$ cat src/rtl/serialdump.sv
// serialdump: bus master that streams a memory range out over UART as
// lowercase ASCII hex words, terminated by a single space.
module serialdump #(
  parameter int LEN_W = 16,
  parameter int GUARD = 1
) (
  input  logic        clk,
  input  logic        rst,
  input  logic [2:0]  s_a,
  input  logic [31:0] s_d,
  input  logic        s_we,
  output logic        s_ready,
  output logic        m_req,
  input  logic        m_gnt,
  output logic [31:0] m_a,
  output logic [31:0] m_d,
  output logic        m_we,
  output logic        m_rd,
  input  logic [31:0] m_spo,
  input  logic        m_ready,
  output logic [7:0]  uart_tx_data,
  output logic        uart_tx_start,
  input  logic        uart_tx_busy,
  output logic        done
);

  localparam int GW = $clog2(GUARD + 2);

  typedef enum logic [2:0] {
    IDLE, REQ, RD, RWAIT, TX, SPACE, FIN
  } state_e;

  state_e             state_q, state_d;
  logic               m_req_q, m_req_d;
  logic               m_rd_q, m_rd_d;
  logic [31:0]        m_a_q, m_a_d;
  logic [LEN_W-1:0]   count_q, count_d;
  logic [31:0]        word_q, word_d;
  logic [2:0]         nib_q, nib_d;
  logic [GW-1:0]      guard_q, guard_d;
  logic [7:0]         tx_data_q, tx_data_d;
  logic               tx_start_q, tx_start_d;
  logic               done_q, done_d;

  logic               tx_ok;
  logic [3:0]         nibble;
  logic [31:0]        sw;
  logic [LEN_W-1:0]   cnt_dec;

  function automatic logic [7:0] hexc(input logic [3:0] n);
    return (n < 4'd10) ? 8'h30 + {4'h0, n} : 8'h57 + {4'h0, n};
  endfunction

  always_comb begin
    state_d    = state_q;
    m_req_d    = m_req_q;
    m_a_d      = m_a_q;
    count_d    = count_q;
    word_d     = word_q;
    nib_d      = nib_q;
    tx_data_d  = tx_data_q;
    m_rd_d     = 1'b0;
    tx_start_d = 1'b0;
    done_d     = 1'b0;
    guard_d    = (guard_q != '0) ? guard_q - GW'(1) : '0;
    sw         = {s_d[7:0], s_d[15:8], s_d[23:16], s_d[31:24]};
    cnt_dec    = count_q - LEN_W'(1);
    nibble     = word_q[{nib_q, 2'b00} +: 4];
    // guard gap also covers the strobe cycle itself when GUARD is 0
    tx_ok      = !uart_tx_busy && (guard_q == '0) && !tx_start_q;

    if (state_q == IDLE) begin
      if (s_we) begin
        unique case (s_a)
          3'b001: m_a_d = sw;
          3'b011: count_d = sw[LEN_W-1:0];
          3'b010: begin
            m_req_d = 1'b1;
            state_d = REQ;
          end
          default: ;
        endcase
      end
    end else if (m_gnt) begin
      unique case (state_q)
        REQ: state_d = (count_q == '0) ? SPACE : RD;
        RD: begin
          if (m_ready) begin
            m_rd_d  = 1'b1;
            state_d = RWAIT;
          end
        end
        RWAIT: begin
          if (!m_rd_q && m_ready) begin
            word_d  = m_spo;
            nib_d   = 3'd7;
            state_d = TX;
          end
        end
        TX: begin
          if (tx_ok) begin
            tx_data_d  = hexc(nibble);
            tx_start_d = 1'b1;
            guard_d    = GW'(GUARD);
            if (nib_q != 3'd0) begin
              nib_d = nib_q - 3'd1;
            end else begin
              m_a_d   = m_a_q + 32'd4;
              count_d = cnt_dec;
              state_d = (cnt_dec == '0) ? SPACE : RD;
            end
          end
        end
        SPACE: begin
          if (tx_ok) begin
            tx_data_d  = 8'h20;
            tx_start_d = 1'b1;
            guard_d    = GW'(GUARD);
            state_d    = FIN;
          end
        end
        FIN: begin
          if (tx_ok) begin
            m_req_d = 1'b0;
            done_d  = 1'b1;
            state_d = IDLE;
          end
        end
        default: state_d = IDLE;
      endcase
    end
  end

  always_ff @(posedge clk) begin
    if (rst) begin
      state_q    <= IDLE;
      m_req_q    <= 1'b0;
      m_rd_q     <= 1'b0;
      m_a_q      <= '0;
      count_q    <= '0;
      word_q     <= '0;
      nib_q      <= '0;
      guard_q    <= '0;
      tx_data_q  <= 8'h20;
      tx_start_q <= 1'b0;
      done_q     <= 1'b0;
    end else begin
      state_q    <= state_d;
      m_req_q    <= m_req_d;
      m_rd_q     <= m_rd_d;
      m_a_q      <= m_a_d;
      count_q    <= count_d;
      word_q     <= word_d;
      nib_q      <= nib_d;
      guard_q    <= guard_d;
      tx_data_q  <= tx_data_d;
      tx_start_q <= tx_start_d;
      done_q     <= done_d;
    end
  end

  assign s_ready       = !s_we;
  assign m_req         = m_req_q;
  assign m_a           = m_a_q;
  assign m_d           = '0;
  assign m_we          = 1'b0;
  assign m_rd          = m_rd_q;
  assign uart_tx_data  = tx_data_q;
  assign uart_tx_start = tx_start_q;
  assign done          = done_q;

endmodule

$ cat config.mk
export PLATFORM = sky130hd
export DESIGN_NAME = serialdump
export DESIGN_NICKNAME = d
export VERILOG_FILES = /design/src/rtl/serialdump.sv
export SDC_FILE = /design/constraint.sdc
export NUM_CORES = 1
export LEC_CHECK = 0
export ABC_CLOCK_PERIOD_IN_PS = 5000
export BUFFER_PORTS_ARGS = -buffer_cell sky130_fd_sc_hd__buf_2
export CAP_MARGIN = 20
export CORE_MARGIN = 3
export CORE_UTILIZATION = 51
export CTS_BUF_LIST = sky130_fd_sc_hd__clkbuf_4
export DETAILED_ROUTE_END_ITERATION = 8
export PLACE_DENSITY = 0.88
export SLEW_MARGIN = 20
export SYNTH_ARGS = -nofsm -noshare
export SYNTH_HDL_FRONTEND = slang
export SYNTH_SLANG_ARGS = --single-unit
$ cat constraint.sdc
create_clock -name clk -period 5 [get_ports clk]
set_input_delay 0.75 -clock clk [delete_from_list [all_inputs] [get_ports clk]]
set_output_delay 0.75 -clock clk [all_outputs]
set_load 0.1 [all_outputs]
==> impl_metrics.toml <==
[flow_run]
max-cap-violations = 0

[floorplanning]
die_y_um = 111.4
rows = 37
core_area_um2 = 10560
die-area_um2 = 12400
initial_core_util_pct = 53.65
die_x_um = 111.4
io_pins = 151

[sta]
worst_slew_pin_slew_ns = 1.001
min_period_ns = 3.278
hold_viol_final = 0
fin_tns_setup_ns = 0
fin_crit_sh_pct = 65.55
rsz0062_at_grt = "no"
max_freq_mhz = 305.1
setup_viol = 0
worst_hold_slack_ns = 0.4637
fin_skew_ns = 0.01856
maxSlewViolCount = 0
maxSlewHeadroom_pct = 33.08

[pwr]
ir_drop_uv = 304.7
leakagePower_nw = 2.369
powerDensity_nw_per_um2 = 385.3

[setup_path]
cp.arrival_ns = 3.62
end_kind = "flip-flop"
crit_fanout = 19
worstSetupPathType = "in2reg"
cp-startpoint = "uart_tx_busy"
r2r_setup_slack_ns = 1.72
critPathLaunchType = "primary input"
required_ns = 5.34
r2r-start = "guard_q[1]"

[clocking]
post-cts-setup-buffers = 0
clk_latency_ns = 0.46
clk_pin_slew_worst_paths_ns = 0.15
cts_tree = "yes"
clock_sinks = 99
cts_root_buf = "clkbuf_4"
cts_max_level = 3
holdBufCountCts = 0
cts_made_buffers = 9
clockBufferDepth = 2
cts_resized = 0

[global_routing]
grt_pass1_vias = 5055
grt_overflow = 0
grt_antenna_before_repair = 1
grt_usage_pct = 22.08
grt_pass1_wl_um = 23600
grt_max_degree = 54

[logic_synthesis]
ys.flop_type = "dfxtp_1"
yosysWarningCount = 0
ys_seq_area_share_pct = 35.00
syn_area_um2 = 5663
async_flop_share_pct = 0
syn_inst = 749
ys_types = 62
synth_edf_count = 0
ys_ff_latch = 99
avgSynthCellArea_um2 = 7.561

[route]
wire_per_inst_um = 14.66
drc = 0
viasPerCell = 5.811
vias = 5631
drtPass1Iterations = 5
antenna_left = 0
drtIter0Drc = 454
drt_wl_total_um = 14210

[cells_and_area]
final_cell_mix = "nand2_1 (136), buf_2 (116), dfxtp_1 (99), a21oi_1 (84), o21ai_0 (53)"
area_growth_pct = 10.69
drive_gt1_share_pct = 19.23
layout_commonest_cell = "nand2_1"
nets = 906

[hold_path]
hold_start = "word_q[12]"
min_path_type = "reg2reg"

[run_status]
outcome = "complete, no violations"

[place]
place_congestion = 0.8949
dp_hpwl_um = 10090
port_buffers = 116
cell families (layout without fill, tap and decap cells):
family / after synthesis / in the layout / share of synthesized area, %
flip-flops: 99 / 99 / 35.00
AND/OR/NAND/NOR: 295 / 295 / 24.90
XOR/XNOR: 6 / 6 / 0.9280
AO/OA/AOI/OAI: 222 / 222 / 23.88
buffers and inverters: 105 / 155 / 9.478
adder cells (fa/ha/maj): 6 / 6 / 1.326
multiplexers: 15 / 15 / 4.419
other: 1 / 35 / 0.06622
layout make-up:
class / instances / area [um2]
Clock buffer: 9 / 67.56
Tap cell: 136 / 170.2
Multi-Input combinational cell: 578 / 3289
Timing Repair Buffer: 124 / 640.6
Fill cell: 1014 / 4287
Clock inverter: 7 / 60.06
Antenna cell: 1 / 2.502
Inverter: 15 / 56.30
Sequential cell: 99 / 1982
worst max-delay path, stage by stage:
cell and delay [ns]:
buf_2 0.10, nor4_1 0.76, a41oi_1 0.44, nor4_4 0.87
buf_4 0.33, nor2_1 0.05, a2111oi_0 0.31
routing by layer:
| metal | vias up | wire length [um] | GRT usage, % |
|---|---|---|---|
| met2 | 196 | 6838 | 36.35 |
| met4 | 0 | 212 | 6.083 |
| li1 | 2770 | - | - |
| met1 | 2649 | 6268 | 29.59 |
| met5 | - | 0 | 0 |
| met3 | 16 | 888 | 4.565 |
metrics by stage:
| stage | cells | total power, mW | setup slack [ns] | util (%) | instance area, um2 |
|---|---|---|---|---|---|
| 6_report | 969 | 2.415 | 1.722 | 59.39 | 6269 |
| 5_1_grt | 969 | 2.562 | 1.459 | 59.39 | 6269 |
| 4_1_cts | 968 | 2.414 | 1.799 | 59.35 | 6265 |
| 3_5_place_dp | 952 | 2.010 | 1.324 | 58.14 | 6137 |
| 3_3_place_gp | 952 | 1.995 | 1.462 | 58.14 | 6137 |
| 2_1_floorplan | 782 | 1.838 | 1.883 | - | 5787 |
worst paths after layout:
check,end,cells after the start
worst min-delay path,word_q[12],2
worst max-delay path,m_a[10],7
worst min register to register,word_q[12],2
worst max register to register,m_a[10],6
state kept, by name, summed over array words and instances (netlist names):
name / cells
m_req: 1
uart_tx_start: 1
state_q: 3
done: 1
count_q: 16
nib_q: 3
m_rd: 1
uart_tx_data: 7
word_q: 32
guard_q: 2
m_a: 32
power by group:
| part | total [mW] | leakage, nW | switching (mW) | internal [mW] |
|---|---|---|---|---|
| Clock | 0.405 | 0.0680 | 0.293 | 0.111 |
| Combinational | 1.09 | 1.50 | 0.791 | 0.302 |
| Sequential | 0.917 | 0.799 | 0.0802 | 0.837 |
synthesized netlist by cell type, drive strengths merged, types with 5 or more instances:
cell	instances	area [um2]
o22ai	8	50.05
a31oi	8	50.05
or3	7	43.79
mux4	8	180.2
nor4	10	75.07
a311oi	5	43.79
buf	39	289.0
and2	7	43.79
mux2i	7	70.07
a21oi	84	420.4
inv	15	56.30
nand2	136	510.5
clkbuf	51	191.4
nor3	18	101.4
o31ai	7	52.55
nand4	7	43.79
or4	7	56.30
nand3	17	85.08
nor2	48	180.2
a211oi	14	105.1
o21ai	53	265.3
dfxtp	99	1982
ha	6	75.07
a22oi	11	82.58
xnor2	5	43.79
and3	8	50.05
nand2b	11	68.82
No activity file was read; power rests on OpenSTA's default activity.
